--- src/rtl/flash_pkg.sv ---
// Shared definitions for the flash command path: opcodes, FSM states,
// queued-command layout and the SPI flash instruction bytes.
package flash_pkg;

    localparam int ADDR_W = 24;
    localparam int BYTE_W = 8;
    localparam int OP_W   = 2;

    typedef enum logic [OP_W-1:0] {
        OP_READ = 2'd0,
        OP_PP   = 2'd1,
        OP_SE   = 2'd2,
        OP_BE   = 2'd3
    } op_e;

    typedef enum logic [1:0] {
        ST_IDLE  = 2'd0,
        ST_ISSUE = 2'd1,
        ST_GAP   = 2'd2
    } state_e;

    typedef struct packed {
        op_e               op;
        logic [ADDR_W-1:0] addr;
        logic [BYTE_W-1:0] wdata;
    } cmd_t;

    localparam int CMD_W = $bits(cmd_t);

    // Instruction bytes the downstream flash controller shifts out.
    localparam logic [7:0] INSTR_READ = 8'h03;
    localparam logic [7:0] INSTR_PP   = 8'h02;
    localparam logic [7:0] INSTR_SE   = 8'hD8;
    localparam logic [7:0] INSTR_BE   = 8'hC7;
    localparam logic [7:0] INSTR_WREN = 8'h06;
    localparam logic [7:0] INSTR_RDSR = 8'h05;

endpackage

--- src/rtl/flash_cmd_fifo.sv ---
// Synchronous command FIFO with wrap-bit pointers; full/empty come straight
// from the registered pointers, and push/pop are gated so it can never
// overflow or underflow.
module flash_cmd_fifo #(
    parameter int DEPTH = 4,
    parameter int WIDTH = 34
) (
    input  logic             clk,
    input  logic             reset_n,
    input  logic             push,
    input  logic [WIDTH-1:0] wdata,
    input  logic             pop,
    output logic [WIDTH-1:0] rdata,
    output logic             full,
    output logic             empty
);

    localparam int PTR_W = $clog2(DEPTH);

    logic [PTR_W:0]   wr_ptr_q, wr_ptr_d;
    logic [PTR_W:0]   rd_ptr_q, rd_ptr_d;
    logic [WIDTH-1:0] mem_q [DEPTH];
    logic             push_ok, pop_ok;

    assign empty = (wr_ptr_q == rd_ptr_q);
    assign full  = (wr_ptr_q[PTR_W] != rd_ptr_q[PTR_W]) &&
                   (wr_ptr_q[PTR_W-1:0] == rd_ptr_q[PTR_W-1:0]);
    assign rdata = mem_q[rd_ptr_q[PTR_W-1:0]];

    // Advance pointers only on accepted push/pop.
    always_comb begin
        push_ok  = push && !full;
        pop_ok   = pop && !empty;
        wr_ptr_d = wr_ptr_q;
        rd_ptr_d = rd_ptr_q;
        if (push_ok) wr_ptr_d = wr_ptr_q + 1'b1;
        if (pop_ok)  rd_ptr_d = rd_ptr_q + 1'b1;
    end

    // Pointer registers.
    always_ff @(posedge clk or negedge reset_n) begin
        if (!reset_n) begin
            wr_ptr_q <= '0;
            rd_ptr_q <= '0;
        end else begin
            wr_ptr_q <= wr_ptr_d;
            rd_ptr_q <= rd_ptr_d;
        end
    end

    // Storage; contents are meaningless while empty, so no reset.
    always_ff @(posedge clk) begin
        if (push_ok) mem_q[wr_ptr_q[PTR_W-1:0]] <= wdata;
    end

endmodule

--- src/rtl/flash_cmd_queue.sv ---
// Host command queue in front of a flash controller. Commands are buffered
// in a FIFO and issued one at a time as registered level requests; each
// request is held until flash_ack, followed by a mandatory all-low GAP cycle.
module flash_cmd_queue
    import flash_pkg::*;
#(
    parameter int DEPTH = 4
) (
    input  logic              clk,
    input  logic              reset_n,
    input  logic              cmd_valid,
    output logic              cmd_ready,
    input  logic [OP_W-1:0]   cmd_op,
    input  logic [ADDR_W-1:0] cmd_addr,
    input  logic [BYTE_W-1:0] cmd_wdata,
    output logic              rsp_valid,
    output logic [OP_W-1:0]   rsp_op,
    output logic [BYTE_W-1:0] rsp_data,
    output logic              busy,
    output logic              rd_req,
    output logic              pp_req,
    output logic              se_req,
    output logic              be_req,
    output logic [ADDR_W-1:0] rd_addr,
    output logic [ADDR_W-1:0] wr_addr,
    output logic [ADDR_W-1:0] se_addr,
    output logic [BYTE_W-1:0] data_into_flash,
    input  logic              flash_ack,
    input  logic [BYTE_W-1:0] rdata
);

    state_e            state_q, state_d;
    cmd_t              hold_q, hold_d;
    cmd_t              push_cmd, head_cmd;
    logic              fifo_full, fifo_empty, pop;
    logic              rd_req_q, rd_req_d, pp_req_q, pp_req_d;
    logic              se_req_q, se_req_d, be_req_q, be_req_d;
    logic [ADDR_W-1:0] rd_addr_q, rd_addr_d, wr_addr_q, wr_addr_d;
    logic [ADDR_W-1:0] se_addr_q, se_addr_d;
    logic [BYTE_W-1:0] data_q, data_d;
    logic              rsp_valid_q, rsp_valid_d;
    logic [OP_W-1:0]   rsp_op_q, rsp_op_d;
    logic [BYTE_W-1:0] rsp_data_q, rsp_data_d;
    logic              issuing;

    assign push_cmd = '{op: op_e'(cmd_op), addr: cmd_addr, wdata: cmd_wdata};

    flash_cmd_fifo #(
        .DEPTH (DEPTH),
        .WIDTH (CMD_W)
    ) u_fifo (
        .clk     (clk),
        .reset_n (reset_n),
        .push    (cmd_valid),
        .wdata   (push_cmd),
        .pop     (pop),
        .rdata   (head_cmd),
        .full    (fifo_full),
        .empty   (fifo_empty)
    );

    assign cmd_ready       = !fifo_full;
    assign busy            = !fifo_empty || (state_q != ST_IDLE);
    assign rd_req          = rd_req_q;
    assign pp_req          = pp_req_q;
    assign se_req          = se_req_q;
    assign be_req          = be_req_q;
    assign rd_addr         = rd_addr_q;
    assign wr_addr         = wr_addr_q;
    assign se_addr         = se_addr_q;
    assign data_into_flash = data_q;
    assign rsp_valid       = rsp_valid_q;
    assign rsp_op          = rsp_op_q;
    assign rsp_data        = rsp_data_q;

    // Next state, pop/hold control, and next values of the registered outputs.
    always_comb begin
        state_d = state_q;
        hold_d  = hold_q;
        pop     = 1'b0;
        case (state_q)
            ST_IDLE: begin
                if (!fifo_empty) begin
                    pop     = 1'b1;
                    hold_d  = head_cmd;
                    state_d = ST_ISSUE;
                end
            end
            ST_ISSUE: begin
                if (flash_ack) state_d = ST_GAP;
            end
            ST_GAP:   state_d = ST_IDLE;
            default:  state_d = ST_IDLE;
        endcase

        // Outputs are registered, so they are computed from the next state.
        issuing   = (state_d == ST_ISSUE);
        rd_req_d  = issuing && (hold_d.op == OP_READ);
        pp_req_d  = issuing && (hold_d.op == OP_PP);
        se_req_d  = issuing && (hold_d.op == OP_SE);
        be_req_d  = issuing && (hold_d.op == OP_BE);
        rd_addr_d = rd_req_d ? hold_d.addr  : '0;
        wr_addr_d = pp_req_d ? hold_d.addr  : '0;
        se_addr_d = se_req_d ? hold_d.addr  : '0;
        data_d    = pp_req_d ? hold_d.wdata : '0;

        // Acks are only meaningful while a request is outstanding.
        rsp_valid_d = (state_q == ST_ISSUE) && flash_ack;
        rsp_op_d    = rsp_valid_d ? hold_q.op : '0;
        rsp_data_d  = (rsp_valid_d && (hold_q.op == OP_READ)) ? rdata : '0;
    end

    // State, hold and output registers.
    always_ff @(posedge clk or negedge reset_n) begin
        if (!reset_n) begin
            state_q     <= ST_IDLE;
            hold_q      <= '0;
            rd_req_q    <= 1'b0;
            pp_req_q    <= 1'b0;
            se_req_q    <= 1'b0;
            be_req_q    <= 1'b0;
            rd_addr_q   <= '0;
            wr_addr_q   <= '0;
            se_addr_q   <= '0;
            data_q      <= '0;
            rsp_valid_q <= 1'b0;
            rsp_op_q    <= '0;
            rsp_data_q  <= '0;
        end else begin
            state_q     <= state_d;
            hold_q      <= hold_d;
            rd_req_q    <= rd_req_d;
            pp_req_q    <= pp_req_d;
            se_req_q    <= se_req_d;
            be_req_q    <= be_req_d;
            rd_addr_q   <= rd_addr_d;
            wr_addr_q   <= wr_addr_d;
            se_addr_q   <= se_addr_d;
            data_q      <= data_d;
            rsp_valid_q <= rsp_valid_d;
            rsp_op_q    <= rsp_op_d;
            rsp_data_q  <= rsp_data_d;
        end
    end

endmodule

--- config.mk ---
export PLATFORM = sky130hd
export DESIGN_NAME = flash_cmd_queue
export DESIGN_NICKNAME = d
export VERILOG_FILES = /design/src/rtl/flash_pkg.sv /design/src/rtl/flash_cmd_fifo.sv /design/src/rtl/flash_cmd_queue.sv
export SDC_FILE = /design/constraint.sdc
export NUM_CORES = 1
export LEC_CHECK = 0
export CORE_MARGIN = 2
export CORE_UTILIZATION = 53
export DETAILED_ROUTE_END_ITERATION = 10
export PLACE_DENSITY = 0.74
export SYNTH_ARGS = -nofsm -noshare
export SYNTH_HDL_FRONTEND = slang
export SYNTH_SLANG_ARGS = --single-unit
export TNS_END_PERCENT = 20
--- constraint.sdc ---
create_clock -name clk -period 2.8 [get_ports clk]
set_input_delay 0.84 -clock clk [delete_from_list [all_inputs] [get_ports clk]]
set_output_delay 0.84 -clock clk [all_outputs]
set_load 0.05 [all_outputs]
==> results of run 1 <==
## layer usage
metal,GRT usage [%],wire [um]
met1,25.0,7450
met2,33.8,9360
met3,4.09,977
met4,5.16,329
met5,0,0
## cell type report
cell class / instances / area [um2]
Clock inverter: 12 / 244
Tap cell: 229 / 287
Inverter: 39 / 146
Sequential cell: 273 / 7520
Fill cell: 1142 / 5350
Timing Repair Buffer: 166 / 1720
Multi-Input combinational cell: 200 / 1870
Clock buffer: 36 / 708
## worst max-delay path: stages (launching register included)
cell	delay (ns)
dfrtp_1	0.46
xnor2_2	0.20
nand2_1	0.08
or4_1	0.42
buf_4	0.21
## Yosys cell counts, drive strengths merged
cell	count
xnor2	5
a31oi	2
mux4	34
and3b	3
a22oi	1
nand3	3
mux2i	32
xor2	3
clkbuf	6
nor2b	1
or4	1
edfxtp	136
inv	39
nor3	1
o21ai	1
buf	14
mux2	3
and3	8
nand2	5
nor2	82
and2	6
a2bb2oi	1
a311oi	1
nor3b	1
a211oi	1
dfrtp	137
ha	5
## power breakdown
part / internal, mW / leakage, nW / switching [mW] / total [mW]
clock network: 2.41 / 0.461 / 1.40 / 3.82
registers: 5.53 / 3.04 / 0.423 / 5.95
logic: 2.44 / 1.64 / 4.27 / 6.72
total: 10.4 / 5.14 / 6.10 / 16.5
## how the worst min path moves through the flow
stage / end / slack, ns
floorplan: hold_q[0] / 0.45
global placement: hold_q[5] / 0.47
detailed placement: hold_q[7] / 0.47
CTS: hold_q[8] / 0.30
global route: u_fifo.rd_ptr_q[1] / 0.33
finish: data_into_flash[6] / 0.29
## logic make-up (layout without fill, tap and decap cells)
group                      after synthesis  after routing  synth area share [%]
muxes                                   69             69                  11.7
AOI/OAI and AO/OA                        7              7                 0.653
buffers and inverters                   59            253                  2.76
adders and majority gates                5              5                 0.653
and+or+nand+nor                        111            111                  5.03
xor gates and xnor gates                 8              8                 0.810
DFF                                    273            273                  78.4
## registers in the layout (all words and copies together), names as in the netlist, 3 cells and up
signal and count:
hold_q 34, wr_addr 24, u_fifo.mem_q 136, se_addr 24
u_fifo.rd_ptr_q 3, rd_addr 24, rsp_data 8, data_into_flash 8
u_fifo.wr_ptr_q 3
## stage by stage
stage | power (mW) | utilization (%) | hold slack (ns) | instances | area, um2
final | 16.5 | 70.0 | 0.294 | 955 | 12500
after global routing | 17.3 | 70.0 | 0.330 | 955 | 12500
after CTS | 16.6 | 69.9 | 0.302 | 952 | 12500
after detailed placement | 12.7 | 64.4 | 0.466 | 903 | 11500
after global placement | 12.5 | 64.4 | 0.469 | 903 | 11500
after floorplan | 10.4 | - | 0.447 | 532 | 9580
## timing repair
| action | CTS | global route |
|---|---|---|
| pin swaps | 0 | 1 |
| buffers inserted | 1 | 3 |
| gates resized for setup | 3 | 0 |
| endpoints found under the hold margin | 0 | 0 |
| endpoints found under the setup margin | 1 | 1 |
==> impl_results.md, run 1 <==
- Status: finished, final reports clean
- Setup violations, final: 0
- Area leader, netlist: edfxtp_1
- Number of distinct library cells after synthesis: 32
- Worst-path clk slew: about 0.060 ns
- Commonest non-fill, non-tap cell in the layout: clkdlybuf4s50_1
- # port buffers: ~140
- Power Dens Cells: about 1300 nW/um2
- Sum Neg Setup Slack: 0 ns
- Share of layout cells above drive strength 1: about 16%
- CP startpoint kind: register
- Die Wd: approximately 140 um
- Via count: between 4000 and 5000
- Mapped Area: 9580 um2
- Initial core utilization: between 50% and 60%
- Top-Level Pins: around 140
- Initial antenna violation count: 0
- Final slew viol count: 0
- Synth top area cells: edfxtp_1 43%, dfrtp_1 36%, mux4_2 8.0%
- Static leakage: about 5.1 nW
- Maxcap violations: 0
- Reg2Reg Setup Slack: about 0.33 ns
- Area delta synth->final: 30.4%
- Initial DRC Count: approximately 220
- CP required: between 1.5 and 2 ns
- Core area: roughly 18000 um2
- Synth Instances: approximately 530
- Max VDD drop: between 0.7 and 0.8 mV
- Crit path capture: busy
- Worst Reg2Reg Path Length in Cells: 6
- Largest net degree at the start of global routing: a little over 60
- Clock skew: ~0.019 ns
- Clock buffer depth: 3
- Die Ht: 138 um
- Net count reported at finish: between 700 and 800
- RR Endpoint: wr_addr[13]
- Antenna cell count: 0
- Later-pin clock latency in the skew report: roughly 0.53 ns
- Final hold vios: 0
- DIE AREA: ~19000 um2
- Worst setup EP type: output pin
- Via density per instance: about 5.2
- Critical path fanouts, max: 4
- Worst slew pin tran: between 1 and 1.5 ns
- Commonest non-fill, non-tap cells in the layout: 139 x clkdlybuf4s50_1, 136 x edfxtp_1, 134 x dfrtp_1
- CTS tree: yes
- Hold_buf cts: 0
- Critical Path AT: 1.89 ns
- Crit path from: u_fifo.wr_ptr_q[1]
- Detailed Place HPWL: 11400 um
- Min cycle time layout: 2.73 ns
- Routability congestion estimate: 0.716
- Worst slew margin: a little under a third
- CTS root buf: clkbuf_16
- DRT Pass-1 Iters: 4
- Number of global-route vias before repair: 5357
- Fmax achieved: between 300 and 400 MHz
- Drt drc: 0
- Hold WC Path Type: primary input to async pin
- RSZ-0062 raised after global routing: no
- R2R Path Start: u_fifo.wr_ptr_q[1]
- Row count: 49
- Syn nets: 583
- Synth Register Bits: about 270
- Cts bufs inserted: 26
- Final ANT Viol Nets: 0
- Setup Crit Path Kind: register to output pin
- Global-route wire length before repair: 29000 um
- Min setup slack post-route: between 0.06 and 0.07 ns
- Register area share after synthesis: 78.4%
- Final Cycle Share: ~98%
- CTS Sinks: between 200 and 300
- Syn Area/Cell: around 18 um2
- WL/cell: roughly 19 um
- H-tree depth: 1
- Post-synth top area share: around 43%
- GRT Total Usage: 19.3%
- Warnings, synthesis: 0
- WL final: roughly 18000 um
- GRT overflow: 0
- Pre-CTS setup slack: ~0.086 ns
No activity file was read; power rests on OpenSTA's default activity.
==> run 2, diff against run 1 <==
--- a/config.mk
+++ b/config.mk
@@ -5,7 +5,6 @@
 export SDC_FILE = /design/constraint.sdc
 export NUM_CORES = 1
 export LEC_CHECK = 0
-export CORE_MARGIN = 2
 export CORE_UTILIZATION = 53
 export DETAILED_ROUTE_END_ITERATION = 10
 export PLACE_DENSITY = 0.74
==> run 2 against run 1 <==
Effect of this change: clock skew fell by 0.0034 ns; first-iteration DRC count grew 23%; critical path type unchanged; worst setup slack better by 0.0088 ns; sequential share of layout area rose by 0.33 points; global-route usage grew 1.8 points; worst hold slack got worse by 0.031 ns; core utilization grew 1.1 points; total power is 1.3% lower; largest power group unchanged; sequential cell count is the same.
==> impl_results.md, run 2 (synthesis results as in run 1) <==
- Status: finished, final reports clean
- Reg2Reg Setup Slack: 0.55 ns (+0.22 ns)
- Worst slew pin tran: 0.590 ns (-0.447 ns)
- Setup Crit Path Kind: register to output pin
- Detailed Place HPWL: 11600 um (+1.3%)
- CP required: 1.96 ns (about the same)
- Busiest grt layer: met2
- Global-route wire length before repair: 29100 um (+0.55%)
- Sum Neg Setup Slack: 0 ns (unchanged)
- Setup violations, final: 0 (unchanged)
- Logic gate share of total power: 41.4% (+0.7 points)
- R2R Path Start: u_fifo.wr_ptr_q[1]
- Hold_buf cts: 0 (unchanged)
- Via density per instance: 5.21 (+0.89%)
- GRT overflow: 0 (unchanged)
- Internal power component: 10.2 mW (-2.1%)
- Final slew viol count: 0 (unchanged)
- Net count reported at finish: 761 (+0.53%)
- Share of layout cells above drive strength 1: 16.2% (+0.32 points)
- Sw frac: 37.5% (+0.51 points)
- Core area: 17500 um2 (-2.0%)
- Critical path fanouts, max: 4 (unchanged)
- Cts bufs inserted: 27 (+3.8%)
- Met3 Usage GRT: 3.28% (-0.81 points)
- Worst Reg2Reg Path Length in Cells: 6 (unchanged)
- Final ANT Viol Nets: 0 (unchanged)
- Initial DRC Count: 269 (+23%)
- Commonest non-fill, non-tap cell in the layout: clkdlybuf4s50_1
- Die Ht: 136 um (-1.4%)
- Critical Path AT: 1.88 ns (about the same)
- # port buffers: 142 (unchanged)
- Hold WC Path Type: primary input to async pin
- CTS tree: yes
- Max VDD drop: 0.842 mV (+5.9%)
- CTS root buf: clkbuf_16
- Routability congestion estimate: 0.734 (+2.5%)
- DRT Pass-1 Iters: 6 (+2)
- Worst slew margin: 60.7% (+30 points)
- GRT Total Usage: 21.1% (+1.8 points)
- Min setup slack post-route: 0.0771 ns (+0.00883 ns)
- Later-pin clock latency in the skew report: 0.52 ns (about the same)
- Row count: 48 (-2.0%)
- Worst setup EP type: output pin
- Commonest non-fill, non-tap cells in the layout: 139 x clkdlybuf4s50_1, 136 x edfxtp_1, 133 x dfrtp_1
- Maxcap violations: 0 (unchanged)
- Area delta synth->final: 29.7%
- Static leakage: 5.12 nW (-0.33%)
- Clock skew: 0.0156 ns (-0.00345 ns)
- Grt met2 use: 34.8% (+1.0 points)
- Clock share of power: 21.9% (-1.3 points)
- RR Endpoint: wr_addr[20]
- Clock buffer depth: 3 (unchanged)
- Sequential Power Share: 36.6% (+0.5 points)
- RSZ-0062 raised after global routing: no
- DIE AREA: 18600 um2 (-2.9%)
- Drt drc: 0 (unchanged)
- Initial antenna violation count: 1 (+1)
- Fmax achieved: 367 MHz (+0.32%)
- Largest net degree at the start of global routing: 65 (+4.8%)
- P_sw: 6.10 mW (about the same)
- Die Wd: 136 um (-1.4%)
- Number of global-route vias before repair: 5307 (-0.93%)
- CTS Sinks: 273 (unchanged)
- Worst-path clk slew: 0.06 ns (about the same)
- CP startpoint kind: register
- WL final: 18200 um (+0.61%)
- Antenna cell count: 0 (unchanged)
- Power Dens Cells: 1310 nW/um2 (-0.82%)
- Min cycle time layout: 2.72 ns (-0.00883 ns)
- Pre-CTS setup slack: 0.311 ns (+0.225 ns)
- Initial core utilization: 54.8% (+1.1 points)
- Met1 Resource Use GR: 28.8% (+3.8 points)
- Max reg flops: 136 (unchanged)
- WL/cell: 19.1 um (+0.61%)
- Top-Level Pins: 143 (unchanged)
- Final Cycle Share: 97.2% (-0.32 points)
- H-tree depth: 1 (unchanged)
- Via count: 4977 (+0.89%)
- Final hold vios: 0 (unchanged)
-- run 2: cell type report --
type	count	area, um2
sequential	273	7520
multi-input combinational	200	1870
timing repair buffer	169	1730
tap	225	282
clock inverter	10	149
clock buffer	39	731
inverter	39	146
fill	1091	5050
-- run 2: worst max path at each step --
stage / from / slack [ns] / end / depth (start not counted)
global placement: cmd_valid / 0.29 / u_fifo.mem_q[3][18] / 6
CTS: u_fifo.wr_ptr_q[1] / 0.008 / busy / 4
finish: u_fifo.wr_ptr_q[1] / 0.08 / busy / 4
floorplan: cmd_valid / 0.28 / u_fifo.mem_q[3][0] / 3
global route: u_fifo.wr_ptr_q[1] / 0.02 / busy / 4
detailed placement: flash_ack / 0.31 / wr_addr[15] / 7
-- run 2: worst max-delay path, stage by stage (launching register included) --
cell,delay (ns)
dfrtp_2,0.45
xnor2_2,0.19
nand2_1,0.09
or4_1,0.42
buf_4,0.21
-- run 2: per-layer routing --
| metal | up-vias | share of wire, % | wire length [um] |
|---|---|---|---|
| li1 | 2235 | - | - |
| met1 | 2549 | 42 | 7680 |
| met2 | 151 | 50 | 9140 |
| met3 | 40 | 4.8 | 883 |
| met4 | 2 | 2.8 | 510 |
| met5 | - | 0.071 | 13 |
-- run 2: power by group through the flow --
stage	sequential, mW	combinational, mW	clock (mW)
after CTS	5.97	6.80	3.63
after floorplan	7.67	2.69	0
final	5.96	6.74	3.57
after global routing	6.07	7.19	3.80
after detailed placement	6.02	6.72	0
after global placement	5.96	6.59	0
-- run 2: per-stage QoR --
stage / cells / area [um2] / util [%] / hold slack [ns] / power (mW)
2_1_floorplan: 532 / 9580 / - / 0.447 / 10.4
3_3_place_gp: 904 / 11500 / 65.9 / 0.465 / 12.6
3_5_place_dp: 904 / 11500 / 65.9 / 0.465 / 12.7
6_report: 955 / 12400 / 71.1 / 0.263 / 16.3
5_1_grt: 955 / 12400 / 71.1 / 0.292 / 17.1
4_1_cts: 954 / 12400 / 71.1 / 0.271 / 16.4
-- run 2: repair_timing --
item,in CTS,in global routing
endpoints found under the setup margin,1,1
gates resized for setup,2,2
pin swaps,1,1
buffers inserted,1,1
==> run 3, diff against run 2 <==
--- a/config.mk
+++ b/config.mk
@@ -6,6 +6,7 @@
 export NUM_CORES = 1
 export LEC_CHECK = 0
 export CORE_UTILIZATION = 53
+export CTS_CLUSTER_SIZE = 20
 export DETAILED_ROUTE_END_ITERATION = 10
 export PLACE_DENSITY = 0.74
 export SYNTH_ARGS = -nofsm -noshare
==> results of run 3 <==
No change in the layout: final DEF, timing and power equal those of run 2.
==> variant (settings of run 2) <==
Change the package constant `ADDR_W` from 24 to 48.
--- a/src/rtl/flash_pkg.sv
+++ b/src/rtl/flash_pkg.sv
@@ -2,7 +2,7 @@
 // queued-command layout and the SPI flash instruction bytes.
 package flash_pkg;
 
-    localparam int ADDR_W = 24;
+    localparam int ADDR_W = 48;
     localparam int BYTE_W = 8;
     localparam int OP_W   = 2;
 
Interface: changed (resized cmd_addr, rd_addr, se_addr and wr_addr); port bits go from 143 to 239. The function was not compared with the original's and may differ.
==> variant against run 2 <==
Wire length is 73% higher; global-route usage about the same; largest power group unchanged; worst hold slack improved by 0.026 ns; synthesized cell count grew 67%; total power is 71% higher; sequential cell count is 192 higher; design area rose by 68%; clock power rose by 70%; synthesized area rose by 68%; worst setup slack got worse by 0.020 ns; sequential power grew 69%.
==> variant: results (changes against run 2) <==
outcome=complete, no violations; hpwl dp=19100 um (+65%); Post-synth top cells=dfrtp_1, edfxtp_1, nor2_1, inv_1, mux4_2; syn_nets=962 (+65%); Met3 Wirelength=1720 um (+94%); drt initial violations=491 (+83%); Post-Syn Area per Cell=18.2 sq um (+0.80%); internal power=0.0172 W (+69%); Leak=8.54 nW (+67%); Place WS=0.146 ns (-0.165 ns); post-cts resize count=5 (+3); Total GRT Usage=0.211 (-0.000487); via count=8225 (+65%); I/O Buffers=238 (+68%); filler instances=1928 (+77%); total wire length=31500 um (+73%); CTS H-tree depth=2 (+1); met2 wire len=16200 um (+77%); post-DR wirelength/cell=19.8 um (+3.6%); fraction of layout instances using a drive strength above 1=0.147 (-0.0146); Post-CTS Setup Bufs=2 (+1); Crit Reg-Reg Endpoint=se_addr[40]$_DFF_PN0_; Metal-1 WL=13000 um (+70%); Clock Latency Late Sink=0.54 ns (+0.02 ns); Final nets=1243 (+63%); Clock Skew=0.0223 ns (+0.00671 ns); pin count of the biggest net entering global routing=73 (+12%); critical path data arrival time=1.90 ns (+0.02 ns); Post-DP Area=19300 sq um (+67%); Crit path largest cell delay=0.50 ns (+0.05 ns); Cell variety after synth=31 (-3.1%); Seq/Total Area, Yosys=0.795 (+0.0107); sequential group share of total power=0.364 (-0.002); ys async rst share=0.501 (-0.000756); setup slack, reg-to-reg=0.39 ns (-0.16 ns); Gate power share=0.417 (+0.003); routing usage on met2=0.359 (+0.0110); CTS buffer count=45 (+67%); slowest stage cell, crit path=dfrtp_4; worst-margin pin slew=0.850 ns (+0.260 ns); Reg-to-Reg Start=u_fifo.rd_ptr_q[1]$_DFFE_PN0P_; max FFs per register=232 (+71%); Post-synth EDFFs=232 (+71%); final worst slack=0.0569 ns (-0.0202 ns); initial antenna violation count=2 (+1); P_sw=0.0106 W (+74%); worst vdd ir=0.831 mV (-1.3%); vias in the first global route=8696 (+64%); gp weighted congestion=0.757 (+3.2%); router iterations before antenna repair=4 (-2)
-- variant: changes by cell type in the layout (fill, tap and decap cells not counted), moves of 23 or more --
| cell | run 2 | this run |
|---|---|---|
| clkdlybuf4s50_1 | 139 | 235 |
| dfrtp_1 | 133 | 230 |
| edfxtp_1 | 136 | 232 |
| inv_1 | 39 | 62 |
| mux2i_1 | 32 | 56 |
| mux4_2 | 34 | 58 |
| nor2_1 | 82 | 154 |
-- variant: area by class of cell --
cell class	instances	area (sq um)	share of cell area
multi-input combinational	320	2930	0.141
clock buffer	64	1290	0.0620
antenna	1	2.50	0.000120
clock inverter	19	224	0.0107
sequential	465	12800	0.614
inverter	64	240	0.0115
tap	390	488	0.0234
timing repair buffer	272	2870	0.137
-- variant: worst min path at each step --
stage | end | slack (ns)
after global placement | hold_q[7]$_DFF_PN0_ | 0.46
after detailed placement | hold_q[4]$_DFF_PN0_ | 0.47
after floorplan | hold_q[0]$_DFF_PN0_ | 0.45
final | hold_q[37]$_DFF_PN0_ | 0.29
after global routing | rd_addr[23]$_DFF_PN0_ | 0.31
after CTS | hold_q[37]$_DFF_PN0_ | 0.29
-- variant: worst reg2reg max path, stage by stage, from the launching register on --
cell	delay, ns
dfrtp_4	0.44
buf_4	0.16
buf_4	0.68
mux4_2	0.44
mux2i_1	0.42
nor2_1	0.13
-- variant: cells by family (layout without fill, tap and decap cells) --
logic type               count (synthesis)  count (layout)  share of synthesized area
XOR/XNOR                                 8               8                    0.00435
flip-flops                             465             465                      0.795
buffers and inverters                  102             419                     0.0288
other                                    0               1                          0
multiplexers                           116             116                      0.117
AND/OR/NAND/NOR                        182             182                     0.0463
AO/OA/AOI/OAI                            9               9                    0.00451
adder cells (fa/ha/maj)                  5               5                    0.00389
